`config.mk`:
```
export PLATFORM = sky130hd
export DESIGN_NAME = hyperbus_trans_sched_flat
export DESIGN_NICKNAME = d
export VERILOG_FILES = /design/src/rtl/hyperbus_trans_sched_pkg.sv /design/src/rtl/hyperbus_trans_sched_if.sv /design/src/rtl/hyperbus_trans_sched.sv /design/src/flat_wrapper.sv
export SDC_FILE = /design/constraint.sdc
export NUM_CORES = 1
export LEC_CHECK = 0
export BUFFER_PORTS_ARGS = -buffer_cell sky130_fd_sc_hd__buf_2
export CORE_UTILIZATION = 61
export DETAILED_ROUTE_END_ITERATION = 16
export MAX_ROUTING_LAYER = met4
export PLACE_DENSITY = 0.92
export SYNTH_ARGS = -nofsm -noshare
export SYNTH_HDL_FRONTEND = slang
export SYNTH_SLANG_ARGS = --single-unit
```
`constraint.sdc`:
```
create_clock -name clk_i -period 10.5 [get_ports clk_i]
set_input_delay 2.1 -clock clk_i [delete_from_list [all_inputs] [get_ports clk_i]]
set_output_delay 2.1 -clock clk_i [all_outputs]
set_load 0.005 [all_outputs]
```
`src/rtl/hyperbus_trans_sched_pkg.sv`:
```
// Purpose: shared types and chunk-size helper for the HyperBus transaction scheduler.
// Latency: n/a (types and a pure function only).
// Backpressure: n/a.
package hyperbus_sched_pkg;

    typedef enum logic [1:0] {
        IDLE  = 2'd0,
        ISSUE = 2'd1,
        WAIT  = 2'd2
    } state_e;

    // Beat count of a transaction or chunk: 1..256 needs 9 bits.
    typedef logic [8:0] beats_t;

    // Beats in the next chunk. Only the low address bits matter because the
    // boundary is at most 256 beats = 512 bytes. Wrapping bursts are never split.
    function automatic beats_t chunk_beats(
        input logic [8:0]  addr_lo,
        input beats_t      remaining,
        input logic        incr,
        input int unsigned max_burst
    );
        int unsigned off;
        int unsigned room;
        off  = (32'(addr_lo) >> 1) & (max_burst - 1);
        room = max_burst - off;
        if (incr && (32'(remaining) > room)) begin
            return beats_t'(room);
        end
        return remaining;
    endfunction

endpackage

```
`src/rtl/hyperbus_trans_sched_if.sv`:
```
// Purpose: upstream request, PHY chunk request, rx/b handshake taps and status of the scheduler.
// Latency: n/a (signal bundle only).
// Backpressure: up_valid/up_ready and phy_valid/phy_ready are valid-ready pairs.
// Ports: slave = scheduler side, master = front-end / PHY / observer side.
interface hyperbus_trans_sched_if #(
    parameter int unsigned AddrWidth  = 32,
    parameter int unsigned NumChipSel = 2
);
    // upstream request
    logic                  up_valid;
    logic                  up_ready;
    logic [AddrWidth-1:0]  up_addr;
    logic [NumChipSel-1:0] up_cs;
    logic                  up_write;
    logic [7:0]            up_len;
    logic                  up_burst_type;
    logic                  up_addr_space;
    // PHY chunk request
    logic                  phy_valid;
    logic                  phy_ready;
    logic [AddrWidth-1:0]  phy_addr;
    logic [NumChipSel-1:0] phy_cs;
    logic                  phy_write;
    logic [7:0]            phy_len;
    logic                  phy_burst_type;
    logic                  phy_addr_space;
    // read-beat and write-response taps
    logic                  rx_valid;
    logic                  rx_ready;
    logic                  rx_last;
    logic                  b_valid;
    logic                  b_ready;
    logic                  b_last;
    // status
    logic                  busy;
    logic                  done;
    logic                  done_err;
    logic                  timeout;

    modport slave (
        input  up_valid, up_addr, up_cs, up_write, up_len, up_burst_type, up_addr_space,
        output up_ready,
        output phy_valid, phy_addr, phy_cs, phy_write, phy_len, phy_burst_type, phy_addr_space,
        input  phy_ready,
        input  rx_valid, rx_ready, rx_last, b_valid, b_ready, b_last,
        output busy, done, done_err, timeout
    );

    modport master (
        output up_valid, up_addr, up_cs, up_write, up_len, up_burst_type, up_addr_space,
        input  up_ready,
        input  phy_valid, phy_addr, phy_cs, phy_write, phy_len, phy_burst_type, phy_addr_space,
        output phy_ready,
        output rx_valid, rx_ready, rx_last, b_valid, b_ready, b_last,
        input  busy, done, done_err, timeout
    );

endinterface

```
`src/rtl/hyperbus_trans_sched.sv`:
```
// Purpose: splits one upstream transaction into MaxBurst-aligned PHY chunks, one outstanding at a time.
// Latency: first chunk valid the cycle after acceptance; done one cycle after the final last beat.
// Backpressure: up_ready only in IDLE outside the done cycle; phy_* held stable until phy_ready.
// Ports: clk_i, rst_i (async, active high), bus (slave modport: up_*, phy_*, rx/b taps, status).
module hyperbus_trans_sched
    import hyperbus_sched_pkg::*;
#(
    parameter int unsigned AddrWidth     = 32,
    parameter int unsigned NumChipSel    = 2,
    parameter int unsigned MaxBurst      = 16,   // power of two, 2..256
    parameter int unsigned TimeoutCycles = 1024  // >= 2
) (
    input  logic                   clk_i,
    input  logic                   rst_i,
    hyperbus_trans_sched_if.slave  bus
);

    localparam int unsigned TmoW = $clog2(TimeoutCycles);
    localparam logic [TmoW-1:0] TmoLast = TmoW'(TimeoutCycles - 1);

    state_e                 state_q;
    logic                   phy_valid_q;
    logic [AddrWidth-1:0]   phy_addr_q;
    logic [NumChipSel-1:0]  phy_cs_q;
    logic                   phy_write_q;
    logic [7:0]             phy_len_q;
    logic                   phy_burst_q;
    logic                   phy_space_q;
    beats_t                 remaining_q;   // beats still owed, including the chunk in flight
    beats_t                 beats_q;       // beats of the chunk in flight
    logic [TmoW-1:0]        tmo_cnt_q;
    logic                   done_q;
    logic                   done_err_q;
    logic                   timeout_q;

    beats_t                 up_total;
    beats_t                 first_beats;
    beats_t                 next_rem;
    beats_t                 next_beats;
    logic [AddrWidth-1:0]   next_addr;
    logic                   beat_hs;
    logic                   chunk_end;
    logic                   accept;

    always_comb begin
        up_total    = beats_t'(bus.up_len) + beats_t'(1);
        first_beats = chunk_beats(bus.up_addr[8:0], up_total, bus.up_burst_type, MaxBurst);
        // Next chunk starts right after the one in flight (16-bit beats = 2 bytes).
        next_addr   = phy_addr_q + AddrWidth'({beats_q, 1'b0});
        next_rem    = remaining_q - beats_q;
        next_beats  = chunk_beats(next_addr[8:0], next_rem, phy_burst_q, MaxBurst);
        // Only the handshake channel matching the chunk direction counts.
        beat_hs     = phy_write_q ? (bus.b_valid && bus.b_ready)
                                  : (bus.rx_valid && bus.rx_ready);
        chunk_end   = beat_hs && (phy_write_q ? bus.b_last : bus.rx_last);
        accept      = bus.up_valid && bus.up_ready;
    end

    // Holding ready low during the done pulse forces one IDLE cycle between transactions.
    assign bus.up_ready       = (state_q == IDLE) && !done_q;
    assign bus.phy_valid      = phy_valid_q;
    assign bus.phy_addr       = phy_addr_q;
    assign bus.phy_cs         = phy_cs_q;
    assign bus.phy_write      = phy_write_q;
    assign bus.phy_len        = phy_len_q;
    assign bus.phy_burst_type = phy_burst_q;
    assign bus.phy_addr_space = phy_space_q;
    assign bus.busy           = (state_q != IDLE);
    assign bus.done           = done_q;
    assign bus.done_err       = done_err_q;
    assign bus.timeout        = timeout_q;

    always_ff @(posedge clk_i or posedge rst_i) begin
        if (rst_i) begin
            state_q     <= IDLE;
            phy_valid_q <= 1'b0;
            phy_addr_q  <= '0;
            phy_cs_q    <= '0;
            phy_write_q <= 1'b0;
            phy_len_q   <= '0;
            phy_burst_q <= 1'b0;
            phy_space_q <= 1'b0;
            remaining_q <= '0;
            beats_q     <= '0;
            tmo_cnt_q   <= '0;
            done_q      <= 1'b0;
            done_err_q  <= 1'b0;
            timeout_q   <= 1'b0;
        end else begin
            done_q     <= 1'b0;
            done_err_q <= 1'b0;
            timeout_q  <= 1'b0;
            case (state_q)
                IDLE: begin
                    if (accept) begin
                        phy_addr_q  <= bus.up_addr;
                        phy_cs_q    <= bus.up_cs;
                        phy_write_q <= bus.up_write;
                        phy_burst_q <= bus.up_burst_type;
                        phy_space_q <= bus.up_addr_space;
                        remaining_q <= up_total;
                        beats_q     <= first_beats;
                        phy_len_q   <= 8'(first_beats - beats_t'(1));
                        phy_valid_q <= 1'b1;
                        state_q     <= ISSUE;
                    end
                end
                ISSUE: begin
                    if (bus.phy_ready) begin
                        phy_valid_q <= 1'b0;
                        tmo_cnt_q   <= '0;
                        state_q     <= WAIT;
                    end
                end
                WAIT: begin
                    if (chunk_end) begin
                        // Completion beats a coincident timeout.
                        if (next_rem != '0) begin
                            phy_addr_q  <= next_addr;
                            remaining_q <= next_rem;
                            beats_q     <= next_beats;
                            phy_len_q   <= 8'(next_beats - beats_t'(1));
                            phy_valid_q <= 1'b1;
                            state_q     <= ISSUE;
                        end else begin
                            remaining_q <= '0;
                            done_q      <= 1'b1;
                            state_q     <= IDLE;
                        end
                    end else if (beat_hs) begin
                        tmo_cnt_q <= '0;
                    end else if (tmo_cnt_q == TmoLast) begin
                        // Abort decided in the last allowed WAIT cycle; pulses show next cycle in IDLE.
                        remaining_q <= '0;
                        done_q      <= 1'b1;
                        done_err_q  <= 1'b1;
                        timeout_q   <= 1'b1;
                        state_q     <= IDLE;
                    end else begin
                        tmo_cnt_q <= tmo_cnt_q + TmoW'(1);
                    end
                end
                default: begin
                    phy_valid_q <= 1'b0;
                    state_q     <= IDLE;
                end
            endcase
        end
    end

endmodule

```
`src/flat_wrapper.sv`:
```
// flat-port wrapper written by rule: the top's interface ports become plain ports
module hyperbus_trans_sched_flat import hyperbus_sched_pkg::*;
#(
    parameter int unsigned AddrWidth     = 32,
    parameter int unsigned NumChipSel    = 2,
    parameter int unsigned MaxBurst      = 16,                          
    parameter int unsigned TimeoutCycles = 1024         
)
  (clk_i, rst_i, bus_up_valid, bus_up_addr, bus_up_cs, bus_up_write, bus_up_len, bus_up_burst_type, bus_up_addr_space, bus_up_ready, bus_phy_valid, bus_phy_addr, bus_phy_cs, bus_phy_write, bus_phy_len, bus_phy_burst_type, bus_phy_addr_space, bus_phy_ready, bus_rx_valid, bus_rx_ready, bus_rx_last, bus_b_valid, bus_b_ready, bus_b_last, bus_busy, bus_done, bus_done_err, bus_timeout);
  hyperbus_trans_sched_if #(.AddrWidth(AddrWidth), .NumChipSel(NumChipSel)) bus_i ();
  input  logic clk_i;
  input  logic rst_i;
  input wire logic [$bits(bus_i.up_valid)-1:0] bus_up_valid;
  input wire logic [$bits(bus_i.up_addr)-1:0] bus_up_addr;
  input wire logic [$bits(bus_i.up_cs)-1:0] bus_up_cs;
  input wire logic [$bits(bus_i.up_write)-1:0] bus_up_write;
  input wire logic [$bits(bus_i.up_len)-1:0] bus_up_len;
  input wire logic [$bits(bus_i.up_burst_type)-1:0] bus_up_burst_type;
  input wire logic [$bits(bus_i.up_addr_space)-1:0] bus_up_addr_space;
  output wire logic [$bits(bus_i.up_ready)-1:0] bus_up_ready;
  output wire logic [$bits(bus_i.phy_valid)-1:0] bus_phy_valid;
  output wire logic [$bits(bus_i.phy_addr)-1:0] bus_phy_addr;
  output wire logic [$bits(bus_i.phy_cs)-1:0] bus_phy_cs;
  output wire logic [$bits(bus_i.phy_write)-1:0] bus_phy_write;
  output wire logic [$bits(bus_i.phy_len)-1:0] bus_phy_len;
  output wire logic [$bits(bus_i.phy_burst_type)-1:0] bus_phy_burst_type;
  output wire logic [$bits(bus_i.phy_addr_space)-1:0] bus_phy_addr_space;
  input wire logic [$bits(bus_i.phy_ready)-1:0] bus_phy_ready;
  input wire logic [$bits(bus_i.rx_valid)-1:0] bus_rx_valid;
  input wire logic [$bits(bus_i.rx_ready)-1:0] bus_rx_ready;
  input wire logic [$bits(bus_i.rx_last)-1:0] bus_rx_last;
  input wire logic [$bits(bus_i.b_valid)-1:0] bus_b_valid;
  input wire logic [$bits(bus_i.b_ready)-1:0] bus_b_ready;
  input wire logic [$bits(bus_i.b_last)-1:0] bus_b_last;
  output wire logic [$bits(bus_i.busy)-1:0] bus_busy;
  output wire logic [$bits(bus_i.done)-1:0] bus_done;
  output wire logic [$bits(bus_i.done_err)-1:0] bus_done_err;
  output wire logic [$bits(bus_i.timeout)-1:0] bus_timeout;
  assign bus_i.up_valid = bus_up_valid;
  assign bus_i.up_addr = bus_up_addr;
  assign bus_i.up_cs = bus_up_cs;
  assign bus_i.up_write = bus_up_write;
  assign bus_i.up_len = bus_up_len;
  assign bus_i.up_burst_type = bus_up_burst_type;
  assign bus_i.up_addr_space = bus_up_addr_space;
  assign bus_up_ready = bus_i.up_ready;
  assign bus_phy_valid = bus_i.phy_valid;
  assign bus_phy_addr = bus_i.phy_addr;
  assign bus_phy_cs = bus_i.phy_cs;
  assign bus_phy_write = bus_i.phy_write;
  assign bus_phy_len = bus_i.phy_len;
  assign bus_phy_burst_type = bus_i.phy_burst_type;
  assign bus_phy_addr_space = bus_i.phy_addr_space;
  assign bus_i.phy_ready = bus_phy_ready;
  assign bus_i.rx_valid = bus_rx_valid;
  assign bus_i.rx_ready = bus_rx_ready;
  assign bus_i.rx_last = bus_rx_last;
  assign bus_i.b_valid = bus_b_valid;
  assign bus_i.b_ready = bus_b_ready;
  assign bus_i.b_last = bus_b_last;
  assign bus_busy = bus_i.busy;
  assign bus_done = bus_i.done;
  assign bus_done_err = bus_i.done_err;
  assign bus_timeout = bus_i.timeout;
  hyperbus_trans_sched #(.AddrWidth(AddrWidth), .NumChipSel(NumChipSel), .MaxBurst(MaxBurst), .TimeoutCycles(TimeoutCycles)) u_core (.clk_i(clk_i), .rst_i(rst_i), .bus(bus_i));
endmodule
```
Yosys cells after proc, flatten, opt, wreduce, memory -nomap -nowiden
Cells that the tools add are included.
Widths: inputs -> output; s select.
{ "word_totals": {"out_inout_bits": 51, "latch_bits": 0, "in_bits": 55, "mem_bits_ro": 0, "wordCells": 103, "ram_bits": 0, "n_memories": 0, "register_bits": 78} }
{ "classes": {"div_mod_pow": 0, "n_mul": 0, "bitwise_logic": 0, "eq_ne": 11, "n_shift": 0, "reduce_logical": 19, "muxes": 50, "n_addsub": 8, "order_cmp": 2} }
{ "op_table": {"columns": ["op", "n"], "rows": [
  ["$mux 9", 12],
  ["$mux 32", 3],
  ["$gt 9x32->1", 2],
  ["$pmux 32 s2", 1],
  ["$mux 10", 4],
  ["$pmux 9 s2", 2],
  ["$add 32x10->32", 1],
  ["$mux 8", 3],
  ["$pmux 10 s2", 1],
  ["$reduce_and 4->1", 5],
  ["$mux 1", 16],
  ["$pmux 8 s2", 1],
  ["$sub 8x1->8 const B", 2],
  ["$sub 5x4->6 const A", 2],
  ["$add 10x1->10 const B", 1],
  ["$eq 10x10->1 const B", 1],
  ["$mux 2", 5],
  ["$add 8x1->9 const B", 1],
  ["$reduce_bool 9->1", 1],
  ["$sub 9x9->9", 1],
  ["$logic_and 1x1->1", 7],
  ["$ne 2x1->1 const B", 3],
  ["$pmux 2 s3", 1],
  ["$reduce_bool 2->1", 3],
  ["other kinds (10)", 11]
]} }

Longest topological paths before layout
Gate-level depths: netlist of run 1.
{ "depth": {"ltp_word": 10, "mapped_depth": 18, "ltp_nobuf": 18} }

Worst setup path before layout of run 1
OpenSTA, ideal clock, no wires.
{ "synth_timing": {"path_type": "input to register", "startpoint": "input bus_up_len[0]", "endpoint": "register u_core.phy_len_q[6] (netlist: u_core.bus.phy_len[6])", "required_time_ns": 10.405, "setup_slack_ns": 5.613, "n_path_buf": 1, "arrival_time_ns": 4.792, "path_stages": 15, "setup_ns": 0.095, "path_cell_list": "ha_1 > xnor2_1 > inv_1 > ha_1 > a21oi_1 > a21o_1 > a21oi_1 > o41a_1 > clkbuf_1 > o21ai_0 > mux2i_4 > ha_1 > nor2b_1 > and4_1 > o31ai_1"} }
{ "synth_via": {"elab_chain_len": 8} }
{ "synth_rtl": {"columns": ["element", "line_no", "text"], "rows": [
  ["start, declared", "flat_wrapper.sv:17", "input wire logic [$bits(bus_i.up_len)-1:0] bus_up_len;"],
  ["$add 8x1->9 *", "hyperbus_trans_sched.sv:46", "up_total = beats_t'(bus.up_len) + beats_t'(1);"],
  ["$gt 9x32->1", "hyperbus_trans_sched_pkg.sv:27", "if (incr && (32'(remaining) > room)) begin"],
  ["$logic_and 1x1->1", "hyperbus_trans_sched_pkg.sv:27", null],
  ["$mux 1", "hyperbus_trans_sched_pkg.sv:27", null],
  ["$mux 9 *", "hyperbus_trans_sched_pkg.sv:30", "return remaining;"],
  ["$sub 8x1->8 *", "hyperbus_trans_sched.sv:103", "phy_len_q <= 8'(first_beats - beats_t'(1));"],
  ["$mux 8 *", "hyperbus_trans_sched.sv:95", "if (accept) begin"],
  ["$pmux 8 s2 *", "hyperbus_trans_sched.sv:93", "case (state_q)"],
  ["end signal, assigned", "hyperbus_trans_sched.sv:103", null],
  ["end signal, assigned", "hyperbus_trans_sched.sv:122", "phy_len_q <= 8'(next_beats - beats_t'(1));"],
  ["end, declared", "hyperbus_trans_sched.sv:26", "logic [7:0] phy_len_q;"]
]} }
Every way passes the cells marked *; elsewhere a longest branch is shown, timed or not. The select of a mux whose other input is x is not followed.
A chain may end at the register's enable or synchronous reset.

Worst setup path in the final report of run 1
Ends and elaborated chain as after synthesis.

==> results of run 1 <==
-- worst max-delay path, cell delays in order --
cell     delay, ns
buf_2         0.13
ha_1          0.24
xnor2_1       0.23
inv_1         0.10
ha_1          0.33
a21oi_1       0.18
a21o_1        0.15
a21oi_1       0.08
o41a_1        0.45
o21ai_0       0.35
mux2i_4       0.13
ha_1          0.27
nor2b_1       0.17
and4_1        0.22
o31ai_1       0.22
-- routing by layer --
metal / share of wire [%] / GRT usage, %
met1: 42 / 44.43
met2: 48 / 53.99
met3: 8.3 / 4.897
met4: 2.2 / 10.45
met5: 0 / -
-- report_power, final --
group	switching, mW	internal [mW]	total, mW
clock	0.129	0.0891	0.218
combinational	0.871	0.590	1.46
sequential	0.121	0.428	0.549
total	1.12	1.11	2.23
-- per-stage QoR --
stage	setup WS (ns)	total power [mW]	util (%)
finish	5.403	2.229	73.23
detailed placement	5.118	1.965	71.07
CTS	5.494	2.192	73.23
global route	5.297	2.401	73.23
floorplan	5.613	1.576	-
global placement	5.351	1.882	71.07
-- sequential cells by signal (all words and copies together), names as in the netlist --
register and count:
u_core.bus.phy_addr 32, u_core.tmo_cnt_q 10, u_core.beats_q 9, u_core.remaining_q 9, u_core.bus.phy_len 8, u_core.bus.phy_cs 2
u_core.state_q 2, u_core.bus.done 1, u_core.bus.done_err 1, u_core.bus.phy_addr_space 1, u_core.bus.phy_burst_type 1, u_core.bus.phy_valid 1
u_core.bus.phy_write 1
-- final timing paths --
check	start	to
worst max register to register	u_core.bus.phy_addr[1]	u_core.bus.phy_len[5]
worst max-delay path	bus_up_len[0]	u_core.bus.phy_len[6]
worst min register to register	u_core.bus.phy_cs[0]	u_core.bus.phy_cs[0]
max in group asynchronous	rst_i	u_core.bus.phy_cs[1]
worst min-delay path	u_core.bus.phy_cs[0]	u_core.bus.phy_cs[0]
min in group asynchronous	rst_i	u_core.tmo_cnt_q[0]
-- area by class of cell --
cell class              count  area share [%]
clock inverters             7          0.9376
multi-input cells         516           51.90
clock buffers               9           2.018
well taps                 105           2.140
inverters                  33           2.038
repair buffers            110           9.172
flip-flops and latches     78           31.80
-- layout by cell type (no fill, tap or decap), types with 3 or more instances in the layout --
master	n
inv_1	32
or2_2	4
a21o_1	6
a21boi_0	3
a31oi_1	14
o21ai_1	3
nand2_1	88
nand3_1	31
o21ai_0	46
and3_1	13
nor2b_1	6
nor2_1	68
mux2i_1	5
dfrtp_1	78
a2bb2oi_1	10
o22a_1	6
a21oi_1	56
nor3_1	12
clkbuf_8	9
o22ai_1	12
xor2_1	8
ha_1	32
and2_1	8
nand4_1	5
xnor2_1	14
o211ai_1	3
o31ai_1	7
o21a_1	6
buf_2	105
buf_4	5
nand2b_1	6
-- cell families (layout without fill, tap and decap cells) --
kind of cell	Yosys count	after routing	synth area share (%)
flops	78	78	36.30
simple gates	253	253	21.60
mux	8	8	1.838
xor+xnor	22	22	3.584
compound gates	199	199	23.81
fa+ha+maj	34	34	8.192
buf+inv	65	159	4.678
==> reports/results.ini, run 1 <==
[layout]
areaGrowthSynthToFinish_pct=14.17
finalNonFillerCells=858
diodes=0
multi_input_area_um2=3186
nets=837
drive_gt1_share_pct=19.12
regArea_um2=1952
nFillCells=637
finish.instance_area_um2=6138

[setup_path]
rr_worst_depth=16
setup.worst_path.class=input pin to flop
cp.required_ns=10.76
worst_setup_path_end_kind=flop
r2r_slack_ns=6.13
start_kind=input pin
crit_arrival_ns=5.36
crit_fanout=8

[logic_synthesis]
synth_cells=659
synth_area_leaders=dfrtp_1 36%, ha_1 7.4%, nand2_1 6.1%, a21oi_1 5.2%, nor2_1 4.7%
syn_area_per_cell_um2=8.158
async_flop_share_pct=100.0
ys_ff_latch=78
yosysWarnings=0
syn_area_um2=5376
ys.flop_type=dfrtp_1
ys_types=63
synth_top_area_share_pct=36.30
synth_edf_count=0
seq_area_frac_synth_pct=36.30
synth_common_cells=88 x nand2_1, 78 x dfrtp_1, 68 x nor2_1
post-synth-top-count-cell=nand2_1
synth_area_leader_cell=dfrtp_1
syn_nets=748

[drt]
routedWlPerCell_um=16.91
ant_nets=0
drc=0
drt_iter0_markers=482
postRouteWirelength_um=14510
first_pass_iters=5
via_per_inst=6.294
vias=5400

[floorplanning]
die_area_um2=9193
core-area_um2=8382
num_rows=33
ios=106
dieHeight_um=95.88
die_w_um=95.88
initial_utilization_pct=64.14

[placed_design]
hpwl_um=10200
routabilityCongestion=0.9788
dp_cells=842
place_area_um2=5957
numPortBuffers=105

[timing]
fin_tns_setup_ns=0
finalHoldViolCount=0
clock_skew_ns=0.01487
final-max-slew-violation-count=0
period_needed_ns=5.097
worstMarginPinSlew_ns=1.252
slew-limit-headroom_pct=16.24
period_share_pct=48.54
rsz0062_at_grt=no
fin_hold_ws_ns=0.4824
max_freq_mhz=196.2
setup-violations-final=0

[clock_tree]
insertion_delay_ns=0.37
cts_resized=0
clockRootBuffer=clkbuf_8
hold_buffers=0
cts_buffer_depth=2
clock_sinks=78
h-tree-depth=3
cts_tree=done
cts_buffers=9
cts_setup_buffers=0
clkTransAtPathRegs_ns=0.08

[hold_path]
hold_path_class=flop to flop
hold_path_depth=2

[grt]
grt_pass1_wl_um=23080
grt_max_degree=79
grt-ovfl-total=0
track_usage_pct=33.72
antenna_found_initial=0
grt_pass1_vias=4863

[power_and_ir_drop]
peakVddDrop_mv=0.2257
p_per_area_nw_per_um2=363.1
leakage_nw=2.902

[status]
status=finished clean

[run]
drv_cap=0

No activity file was read; power rests on OpenSTA's default activity.
==> run 2, diff against run 1 <==
--- a/config.mk
+++ b/config.mk
@@ -6,10 +6,10 @@
 export NUM_CORES = 1
 export LEC_CHECK = 0
 export BUFFER_PORTS_ARGS = -buffer_cell sky130_fd_sc_hd__buf_2
-export CORE_UTILIZATION = 61
+export CORE_UTILIZATION = 56
 export DETAILED_ROUTE_END_ITERATION = 16
 export MAX_ROUTING_LAYER = met4
-export PLACE_DENSITY = 0.92
+export PLACE_DENSITY = 0.86
 export SYNTH_ARGS = -nofsm -noshare
 export SYNTH_HDL_FRONTEND = slang
 export SYNTH_SLANG_ARGS = --single-unit
==> constraint.sdc (replaced) <==
create_clock -name clk_i -period 5 [get_ports clk_i]
set_input_delay 1 -clock clk_i [delete_from_list [all_inputs] [get_ports clk_i]]
set_output_delay 1 -clock clk_i [all_outputs]
set_load 0.005 [all_outputs]
==> run 2 against run 1 <==
Clock-buffer cell count is 1 higher. Core utilization is 6.7 points lower. Power is 110% higher. Design area is 0.59% higher. Hold slack worse by 0.0089 ns. Critical path depth stayed put. Global-route usage is 2.6 points lower. Routed wire length is 0.23% lower. Clock power is 100% higher. Combinational power is 110% higher. Cell count is 2.9% higher. Flip-flop and latch count stayed put. Critical endpoint is now u_core.bus.phy_len[5]. Largest cell class unchanged.
==> reports/results.ini, run 2 (synthesis gave the netlist of run 1 again) <==
[status]
status=finished clean

[timing]
setup-violations-final=0  ; unchanged
slew-limit-headroom_pct=55.87  ; +40 points
rsz0062_at_grt=no
max_freq_mhz=225.3
period_share_pct=88.79
fin_tns_setup_ns=0  ; unchanged
finalHoldViolCount=0  ; unchanged
clock_skew_ns=0.01067  ; -0.004197 ns
worstMarginPinSlew_ns=0.6612  ; -0.5906 ns
final-max-slew-violation-count=0  ; unchanged
period_needed_ns=4.440

[power_and_ir_drop]
seqPwrFrac_pct=24.9  ; +0.3 points
p_sw_share_pct=49.92  ; -0.38 points
p_per_area_nw_per_um2=753.8  ; +110%
combPwrFrac_pct=65.7  ; about the same
leakage_nw=2.912  ; +0.35%
pwr-share-clk_pct=9.5  ; -0.3 points
fin_total_pwr_mw=4.655  ; +110%
switchingPower_mw=2.324  ; +110%
peakVddDrop_mv=0.4181  ; +85%
p_int_mw=2.331  ; +110%

[drt]
via_per_inst=6.032  ; -4.2%
routedWlPerCell_um=16.39  ; -3.1%
drt_iter0_markers=513  ; +6.4%
first_pass_iters=6  ; +1
ant_nets=0  ; unchanged
drc=0  ; unchanged
vias=5326  ; -1.4%
postRouteWirelength_um=14470  ; -0.23%

[setup_path]
worst_setup_path_end_kind=flop
start_kind=flop
r2r_slack_ns=0.56  ; -5.57 ns
crit_arrival_ns=4.69  ; -0.67 ns
cp.required_ns=5.26  ; -5.50 ns
setup.worst_path.class=flop to flop
crit_fanout=7  ; -1

[floorplanning]
ios=106  ; unchanged
die_w_um=99.99  ; +4.3%
core-area_um2=9284  ; +11%
initial_utilization_pct=57.91  ; -6.2 points
dieHeight_um=99.99  ; +4.3%
num_rows=35  ; +6.1%
die_area_um2=9997  ; +8.7%

[grt]
track_usage_pct=31.15  ; -2.6 points
grt_max_degree=60  ; -24%
grt-ovfl-total=0  ; unchanged
grt_pass1_vias=5045  ; +3.7%
antenna_found_initial=0  ; unchanged
grt_pass1_wl_um=23780  ; +3.0%

[layout]
drive_gt1_share_pct=19.23  ; +0.11 points
nets=839  ; +0.24%
areaGrowthSynthToFinish_pct=14.85
final_common_cell=buf_2
largest_register_ffs=32  ; unchanged
diodes=0  ; unchanged
finish.instance_area_um2=6175  ; +0.59%
final_cell_mix=105 x buf_2, 88 x nand2_1, 78 x dfrtp_1, 68 x nor2_1, 56 x a21oi_1

[clock_tree]
cts_setup_buffers=0  ; unchanged
hold_buffers=0  ; unchanged
clock_sinks=78  ; unchanged
cts_tree=done
cts_buffer_depth=2  ; unchanged
clockRootBuffer=clkbuf_8
cts_resized=0  ; unchanged
cts_buffers=9  ; unchanged
h-tree-depth=3  ; unchanged
insertion_delay_ns=0.37  ; about the same
clkTransAtPathRegs_ns=0.08  ; about the same

[placed_design]
routabilityCongestion=0.9142  ; -6.6%
place_area_um2=6002  ; +0.76%
numPortBuffers=105  ; unchanged
hpwl_um=10560  ; +3.5%

[run]
drv_cap=0  ; unchanged

[hold_path]
hold_path_class=flop to flop

run 2: cell type report:
cell class                 count  area [um^2]
tap                          129        161.4
sequential                    78         1952
clock inverter                 5        35.03
timing repair buffer         112        578.1
clock buffer                  10        137.6
inverter                      33        125.1
multi-input combinational    516         3186
fill                         809         3109
run 2: power groups by stage:
| stage | Combinational, mW | Sequential (mW) | Clock (mW) |
|---|---|---|---|
| floorplan | 2.19 | 1.12 | 0 |
| global placement | 2.83 | 1.14 | 0 |
| detailed placement | 2.98 | 1.16 | 0 |
| CTS | 3.00 | 1.15 | 0.445 |
| global route | 3.39 | 1.19 | 0.473 |
| finish | 3.06 | 1.16 | 0.440 |
run 2: routing by layer:
layer	wire length, um	track usage (%)	vias up	part of all wire [%]
met1	6334	40.17	2546	44
met2	6901	49.81	212	48
met5	0	-	-	0
met4	375	12.82	0	2.6
met3	861	4.178	34	5.9
li1	-	-	2534	-
run 2: worst paths after layout:
check / start / to / cells after the start
min in group asynchronous: rst_i / u_core.tmo_cnt_q[1] / 2
worst max register to register: u_core.beats_q[0] / u_core.bus.phy_len[5] / 15
max in group asynchronous: rst_i / u_core.bus.phy_len[4] / 3
worst max-delay path: u_core.beats_q[0] / u_core.bus.phy_len[5] / 15
worst min register to register: u_core.bus.phy_addr[0] / u_core.bus.phy_addr[0] / 2
worst min-delay path: u_core.bus.phy_addr[0] / u_core.bus.phy_addr[0] / 2
run 2: through the flow:
step	setup slack (ns)	hold slack (ns)	utilization (%)	std cells
global route	0.3214	0.5037	66.51	883
finish	0.5605	0.4735	66.51	883
detailed placement	0.6701	0.4601	64.65	868
global placement	0.8819	0.4515	64.65	868
CTS	0.6377	0.4822	66.51	883
floorplan	1.045	0.4371	-	659
run 2: critical path, stage by stage (launching register included):
cell	delay, ns
dfrtp_1	0.42
ha_1	0.22
inv_1	0.08
fa_1	0.46
ha_1	0.24
xnor2_1	0.35
ha_1	0.33
o21a_1	0.12
o21ai_0	0.17
a21oi_1	0.13
o41ai_4	0.45
mux2_4	0.35
a21oi_2	0.27
and3b_2	0.29
and2_1	0.17
a221o_1	0.28
